<file path="config.mk">
export PLATFORM = sky130hd
export DESIGN_NAME = calc_alu
export DESIGN_NICKNAME = d
export VERILOG_FILES = /design/src/rtl/calc_pkg.sv /design/src/rtl/calc_muldiv_iter.sv /design/src/rtl/calc_alu.sv
export SDC_FILE = /design/constraint.sdc
export NUM_CORES = 1
export LEC_CHECK = 0
export BUFFER_PORTS_ARGS = -buffer_cell sky130_fd_sc_hd__buf_2
export CORE_AREA = 2 2 94 96
export DETAILED_ROUTE_END_ITERATION = 8
export DIE_AREA = 0 0 96 98
export PLACE_DENSITY = 0.83
export SYNTH_ARGS = -nofsm -noshare
export SYNTH_HDL_FRONTEND = slang
export SYNTH_SLANG_ARGS = --single-unit
</file>
<file path="constraint.sdc">
create_clock -name clk -period 10.1 [get_ports clk]
set_input_delay 2.02 -clock clk [delete_from_list [all_inputs] [get_ports clk]]
set_output_delay 2.02 -clock clk [all_outputs]
set_load 0.005 [all_outputs]
</file>
<file path="src/rtl/calc_pkg.sv">
// Shared opcodes, FSM states, flag positions and iteration count for the
// calculator ALU.
package calc_pkg;

  localparam logic [2:0] OP_ADD = 3'b000;
  localparam logic [2:0] OP_SUB = 3'b001;
  localparam logic [2:0] OP_AND = 3'b010;
  localparam logic [2:0] OP_OR  = 3'b011;
  localparam logic [2:0] OP_XOR = 3'b100;
  localparam logic [2:0] OP_MUL = 3'b101;
  localparam logic [2:0] OP_DIV = 3'b110;
  localparam logic [2:0] OP_RSV = 3'b111;

  typedef enum logic {IDLE, EXEC} state_t;

  localparam int FLG_ZERO  = 0;
  localparam int FLG_CARRY = 1;
  localparam int FLG_DIV0  = 2;
  localparam int FLG_ERR   = 3;

  localparam int ITER_CNT = 8;

endpackage

</file>
<file path="src/rtl/calc_muldiv_iter.sv">
// One combinational step of an unsigned shift-add multiply or restoring divide.
// MUL: {acc,sreg} is the product/multiplier pair. DIV: acc is the remainder and
// sreg shifts the dividend out while the quotient bits shift in.
module calc_muldiv_iter
  import calc_pkg::*;
(
  input  logic       div,
  input  logic [7:0] acc,
  input  logic [7:0] sreg,
  input  logic [7:0] operand,
  output logic [7:0] acc_next,
  output logic [7:0] sreg_next
);

  logic [8:0] sum9;
  logic [8:0] rem9;
  logic [8:0] diff9;
  logic       qbit;

  always_comb begin
    sum9  = {1'b0, acc} + (sreg[0] ? {1'b0, operand} : 9'd0);
    rem9  = {acc, sreg[7]};
    diff9 = rem9 - {1'b0, operand};
    // No borrow means the shifted remainder covers the divisor.
    qbit  = ~diff9[8];

    if (div) begin
      acc_next  = qbit ? diff9[7:0] : rem9[7:0];
      sreg_next = {sreg[6:0], qbit};
    end else begin
      acc_next  = sum9[8:1];
      sreg_next = {sum9[0], sreg[7:1]};
    end
  end

endmodule

</file>
<file path="src/rtl/calc_alu.sv">
// Sequential 8-bit ALU: single-cycle add/sub/logic, 8-step multiply and divide,
// registered 16-bit result with {err, div0, carry, zero} flags and a done pulse.
module calc_alu
  import calc_pkg::*;
(
  input  logic        clk,
  input  logic        rst_n,
  input  logic        start,
  input  logic [2:0]  op,
  input  logic [15:0] opts,
  output logic [15:0] result,
  output logic [3:0]  flags,
  output logic        busy,
  output logic        done
);

  state_t      state;
  state_t      state_next;
  logic [7:0]  a_p0;
  logic [7:0]  b_p0;
  logic [2:0]  op_p0;
  logic [2:0]  count;
  logic [7:0]  acc;
  logic [7:0]  sreg;
  logic [7:0]  acc_nx;
  logic [7:0]  sreg_nx;
  logic        iterative;
  logic        finish;
  logic [8:0]  sum9;
  logic [8:0]  diff9;
  logic [15:0] res_calc;
  logic [3:0]  flg_calc;

  calc_muldiv_iter u_iter (
    .div       (op_p0 == OP_DIV),
    .acc       (acc),
    .sreg      (sreg),
    .operand   (op_p0 == OP_DIV ? b_p0 : a_p0),
    .acc_next  (acc_nx),
    .sreg_next (sreg_nx)
  );

  // Divide by zero skips iteration and completes on the first EXEC cycle.
  assign iterative = (op_p0 == OP_MUL) || ((op_p0 == OP_DIV) && (b_p0 != 8'h00));
  assign finish    = (state == EXEC) &&
                     (!iterative || (count == 3'(ITER_CNT - 1)));

  always_ff @(posedge clk or negedge rst_n) begin
    if (!rst_n) state <= IDLE;
    else        state <= state_next;
  end

  always_comb begin
    state_next = state;
    case (state)
      IDLE:    if (start)  state_next = EXEC;
      EXEC:    if (finish) state_next = IDLE;
      default: state_next = IDLE;
    endcase
  end

  always_comb begin
    sum9     = {1'b0, a_p0} + {1'b0, b_p0};
    diff9    = {1'b0, a_p0} - {1'b0, b_p0};
    res_calc = 16'h0000;
    flg_calc = 4'b0000;
    case (op_p0)
      OP_ADD: begin
        res_calc            = {8'h00, sum9[7:0]};
        flg_calc[FLG_CARRY] = sum9[8];
      end
      OP_SUB: begin
        res_calc            = {8'h00, diff9[7:0]};
        flg_calc[FLG_CARRY] = diff9[8];
      end
      OP_AND: res_calc = {8'h00, a_p0 & b_p0};
      OP_OR:  res_calc = {8'h00, a_p0 | b_p0};
      OP_XOR: res_calc = {8'h00, a_p0 ^ b_p0};
      OP_MUL: res_calc = {acc_nx, sreg_nx};
      OP_DIV: begin
        if (b_p0 == 8'h00) begin
          res_calc           = {8'hFF, a_p0};
          flg_calc[FLG_DIV0] = 1'b1;
        end else begin
          res_calc = {sreg_nx, acc_nx};
        end
      end
      default: flg_calc[FLG_ERR] = 1'b1;
    endcase
    flg_calc[FLG_ZERO] = (res_calc == 16'h0000) && (op_p0 != OP_RSV);
  end

  // Accept in IDLE, iterate/complete in EXEC.
  always_ff @(posedge clk or negedge rst_n) begin
    if (!rst_n) begin
      result <= 16'h0000;
      flags  <= 4'b0000;
      busy   <= 1'b0;
      done   <= 1'b0;
      a_p0   <= 8'h00;
      b_p0   <= 8'h00;
      op_p0  <= 3'b000;
      count  <= 3'd0;
      acc    <= 8'h00;
      sreg   <= 8'h00;
    end else begin
      done <= 1'b0;
      if (state == IDLE) begin
        if (start) begin
          a_p0  <= opts[15:8];
          b_p0  <= opts[7:0];
          op_p0 <= op;
          count <= 3'd0;
          acc   <= 8'h00;
          sreg  <= (op == OP_DIV) ? opts[15:8] : opts[7:0];
          busy  <= 1'b1;
        end
      end else begin
        if (iterative) begin
          acc   <= acc_nx;
          sreg  <= sreg_nx;
          count <= count + 3'd1;
        end
        if (finish) begin
          result <= res_calc;
          flags  <= flg_calc;
          done   <= 1'b1;
          busy   <= 1'b0;
        end
      end
    end
  end

endmodule

</file>
* Word level (Yosys, flattened, before mapping) *
Index checks and enable logic that the tools add are counted.

cells by class
  add/sub/neg operators = 5
  equal/unequal tests = 11
  multiplexer cells = 29
  reduce and logical (&&, ||, !) cells = 16
  bitwise gates (word level) = 5

operators by type and width
  operator                                                         number
  16-bit case mux with 7 select lines                              1
  8-bit two-way mux                                                12
  16-bit logical NOT                                               1
  16-bit two-way mux                                               1
  3-bit == test, second input constant                             5
  1-bit two-way mux                                                10
  8-bit by 8-bit adder with 9-bit output                           1
  8-bit by 9-bit adder with 9-bit output                           1
  3-bit two-way mux                                                3
  8-bit by 8-bit subtractor with 9-bit output                      1
  9-bit by 8-bit subtractor with 9-bit output                      1
  8-bit bitwise AND                                                1
  8-bit logical NOT                                                1
  8-bit bitwise OR                                                 1
  2-bit AND reduction                                              4
  8-bit nonzero test                                               1
  8-bit bitwise XOR                                                1
  7-bit OR reduction                                               1
  3-bit by 2-bit == test with 1-bit output, second input constant  2
  2-bit by 1-bit != test with 1-bit output, second input constant  2
  1-bit case mux with 2 select lines                               2
  3-bit by 1-bit adder with 3-bit output, second input constant    1
  3-bit by 1-bit == test with 1-bit output, second input constant  1
  1-bit logical AND                                                3
  6 further kinds                                                  8

word-level totals
  word-level logic and storage cells = 77
  input bits = 22
  bits in registers = 61

* Depth between registers and ports, before layout *
  word-level depth = 9
  mapped depth = 18
  mapped depth without buffers = 15

* By module *
From an unflattened synthesis, not the netlist that was laid out.

unflattened totals
  cells, all modules = 594
  area, all modules = 4979.8 um^2

by module, submodules not included
  module            area each (um^2)  times used  cells an instance
  calc_alu          4007.6            1           473
  calc_muldiv_iter  972.2             1           121

* Worst setup path after synthesis *
Ideal clock, no wire load.

  path type = register -> register
  start = register op_p0[2]
  end = register flags[0]
  path slack = 6425 ps
  stages on the path, launching flop included = 16
  arrival time = 3609 ps
  clock period less this slack = 3675 ps
  library setup time = 67 ps
  path through = dfrtp_1 > clkbuf_1 > nand3b_1 > clkbuf_1 > a21oi_1 > nand2b_1 > inv_1 > ha_1 > a211oi_4 > o21bai_2 > a21oi_2 > xnor2_1 > a221o_1 > or4_1 > nor4_1 > a32o_2

on the way
  word-level cells in the longest chain between the ends = 9
  elaborated cells on any way between the ends = 26

ends and longest elaborated chain
  what                                                                                     line                                            source
  start: declaration                                                                       calc_alu.sv:21                                  logic [2:0] op_p0;
  start signal: assignment                                                                 calc_alu.sv:112                                 op_p0 <= op;
  3-bit == test                                                                            n/a
  8-bit two-way mux                                                                        calc_alu.sv:38                                  .operand (op_p0 == OP_DIV ? b_p0 : a_p0),
  8-bit two-way mux / 9-bit by 8-bit subtractor with 9-bit output (equally long branches)  calc_muldiv_iter.sv:21, calc_muldiv_iter.sv:23
  8-bit by 9-bit adder with 9-bit output, or another cell as far along                     calc_muldiv_iter.sv:21                          sum9 = {1'b0, acc} + (sreg[0] ? {1'b0, operand} : 9'd0);
  8-bit two-way mux                                                                        calc_muldiv_iter.sv:27                          if (div) begin
  16-bit two-way mux                                                                       calc_alu.sv:81                                  if (b_p0 == 8'h00) begin
  16-bit case mux with 7 select lines                                                      calc_alu.sv:67                                  case (op_p0)
  16-bit logical NOT                                                                       calc_alu.sv:90                                  flg_calc[FLG_ZERO] = (res_calc == 16'h0000) && (op_p0 != OP_RSV);
  1-bit logical AND                                                                        calc_alu.sv:90
  end signal: assignment                                                                   calc_alu.sv:126                                 flags <= flg_calc;
  end: declaration                                                                         calc_alu.sv:12                                  output logic [3:0] flags,

Parallel ways exist; a longest one is shown, timed or not.
A chain may end at the register's enable or synchronous reset.

* Worst setup path after layout *
Same ends and word-level chain as after synthesis.

==> impl_metrics.tcl <==
set metrics [dict create \
    area_growth_syn_to_layout_pct 9.32 \
    async_flop_share_pct 100 \
    cp_cell_sequence "and3b_1 -> nand2_1 -> o21ai_0 -> ha_1 -> inv_1 -> fa_1 -> a211o_1 -> a211o_1 -> o221ai_2 -> o221ai_1 -> or4_1 -> nor4_1 -> a32o_2" \
    start_kind "flop" \
    synth.top_cells.by_count "nand2_1 (75), o21ai_0 (68), dfrtp_1 (61), ha_1 (42), a21oi_1 (36)" \
    synth_xor_area_share_pct 2.84 \
    vdd_drop_max_uv 161 \
    crit_path_end_kind "flop" \
    synth_warnings 0 \
    core_region_area_um2 8470 \
    post-route-period-util_pct 46.3 \
    crit_fanout 24 \
    critPathMaxStageDelay_ns 0.84 \
    rows 34 \
    vias_per_cell 6.39 \
    die_w_um 96 \
    slew_headroom_pct 24.0 \
    die_y_um 98 \
    dp_hpwl_um 11400 \
    grt_pass1_wl_um 23900 \
    clockBufferDepth 2 \
    setup_viol 0 \
    worstSkewPairLatency_ns 0.34 \
    p_switching_uw 717 \
    switching_share_pct 48.1 \
    synthAdderAreaFrac_pct 12.3 \
    grt_max_degree 62 \
    cp_slowest_cell "and3b_1" \
    rsz0062_at_grt "no" \
    cts_hold_buffers 0 \
    drt_iter0_markers 568 \
    avgSynthCellArea_um2 8.33 \
    synth_mux_area_share_pct 4.03 \
    synth_top_family_by_area "compound AO/OA/AOI/OAI gates" \
    synth_area_um2 4940 \
    post_cts.repair.setup_buffers 0 \
    synthSimpleGateAreaFrac_pct 17.5 \
    synthTopCellsByArea "dfrtp_1 (31%), ha_1 (11%), o21ai_0 (6.9%)" \
    internal-power_uw 775 \
    power_mw 1.49 \
    hold_viol_final 0 \
    holdCritPathClass "reg2reg" \
    grt_pass1_vias 4418 \
    worstHoldStart "result[14]$_DFFE_PN0P_" \
    ys.flop_type "dfrtp_1" \
    insertedDiodeCount 0 \
    criticalPathCategory "reg2reg" \
    ys_seq_area_share_pct 30.9 \
    cts_tree "yes" \
    synth_edf_count 0 \
    synth_top_area_share_pct 30.9 \
    status "completed" \
    wl_um 14900 \
    antenna_found_initial 0 \
    cts_resized 0 \
    slew_violations 0 \
    cts_made_buffers 9 \
    cts.htree.levels 3 \
    fmax_mhz 214 \
    fin_nets 685 \
    boundaryPins 44 \
    worstPathArrival_ns 4.96 \
    initial_utilization_pct 58.4 \
    drv_cap 0 \
    synth_top_cell_by_area "dfrtp_1" \
    tightest_slew_ns 1.14 \
    ys_seq_elements 61 \
    rr_startpoint "op_p0[2]$_DFFE_PN0P_" \
    num_vias 4668 \
    io_buffer_count 43 \
    p_leak_nw 2.57 \
    grt.total_usage_pct 33.1 \
    syn_inst 593 \
    ys_types 66 \
    yosysMostFrequentCell "nand2_1" \
    clk_pin_slew_ns 0.08 \
    worstSetupStartpoint "op_p0[2]$_DFFE_PN0P_" \
    place_congestion 1.05 \
    finalCriticalPeriod_ns 4.68 \
    cts_sinks 61 \
    grt.overflow.total 0 \
    first_pass_iters 6 \
    power_frac_comb_pct 55.5 \
    final_antenna_net_count 0 \
    path_common_cell "a211o_1" \
    detail_route.wl_per_cell_um 20.3 \
    cts_root_buffer "clkbuf_8" \
    setup_tns_ns 0 \
    skew_ns 0.0116 \
    cp.required_ns 10.38 \
    synth-compound-area-share_pct 27.0 \
    die_area_um2 9410 \
    route.detailed.drc 0 \
    clkPwrFrac_pct 15.6 \
    synth_nets 661 \
    p_seq_share_pct 28.9 \
    power_density_nw_per_um2 276 \
    utilization_pct 63.8 \
    drive_gt1_share_pct 14.3 \
]
-- sequential cells by signal, indices dropped and copies added, names as in the netlist --
name and cells:
count 3, a_p0 8, sreg 8, busy 1
acc 8, done 1, state 1, result 16
op_p0 3, b_p0 8, flags 4
-- power groups by stage --
stage	logic, mW	registers [mW]	clock network [mW]
after floorplan	0.609	0.379	0
after global placement	0.794	0.427	0
after detailed placement	0.805	0.430	0
after CTS	0.810	0.425	0.233
after global routing	0.916	0.439	0.249
final	0.828	0.431	0.233
-- worst max-delay path: cells and delay by family (launching register included) --
family	cells	cell delay, ns
flops	1	0.71
simple gates	4	1.71
compound gates	6	1.51
fa+ha+maj	2	0.65
buf+inv	1	0.06
-- per-stage QoR --
step / hold slack, ns / instances / setup WS [ns] / instance area (um^2)
finish: 0.473 / 730 / 5.42 / 5400
global route: 0.521 / 730 / 5.11 / 5400
floorplan: 0.463 / 593 / 6.42 / 4940
global placement: 0.447 / 714 / 5.59 / 5190
CTS: 0.479 / 730 / 5.49 / 5400
detailed placement: 0.462 / 714 / 5.49 / 5190
-- layout by cell type (no fill, tap or decap), types with 12 or more instances in the layout --
cell	Yosys	routed
a21oi_1	36	36
a22o_1	13	13
buf_2	5	43
dfrtp_1	61	61
ha_1	42	42
inv_1	34	34
mux2i_1	12	12
nand2_1	75	75
nand3_1	21	21
nor2_1	34	34
nor2b_1	15	14
o21ai_0	68	67
-- per-layer routing --
| metal | vias to the layer above | share of wire, % | track usage (%) |
|---|---|---|---|
| met2 | 267 | 45 | 48.6 |
| met4 | 0 | 2.6 | 9.56 |
| met3 | 38 | 8.8 | 5.86 |
| li1 | 2174 | - | - |
| met5 | - | 0 | 0 |
| met1 | 2189 | 44 | 49.9 |
-- kinds of logic after synthesis --
| family | count (synthesis) |
|---|---|
| buffers and inverters | 70 |
| xor gates and xnor gates | 16 |
| adders and majority gates | 46 |
| DFF | 61 |
| AOI/OAI and AO/OA | 198 |
| and+or+nand+nor | 183 |
| muxes | 19 |
-- area by class of cell --
class	instances	area, um^2
Multi-Input combinational cell	462	3140
Fill cell	730	3070
Sequential cell	61	1530
Timing Repair Buffer	49	260
Clock buffer	10	138
Tap cell	108	135
Inverter	34	128
Clock inverter	6	70.1
-- worst paths after layout --
| path | depth (start not counted) | end | slack (ns) |
|---|---|---|---|
| max | 13 | flags[0]$_DFFE_PN0P_ | 5.42 |
| min | 2 | result[14]$_DFFE_PN0P_ | 0.47 |
| max in group asynchronous | 2 | a_p0[2]$_DFFE_PN0P_ | 7.75 |
| min reg2reg | 2 | result[14]$_DFFE_PN0P_ | 0.47 |
| max reg2reg | 13 | flags[0]$_DFFE_PN0P_ | 5.42 |
| min in group asynchronous | 2 | done$_DFF_PN0_ | 1.83 |
Power figures use the tool's default switching activity.
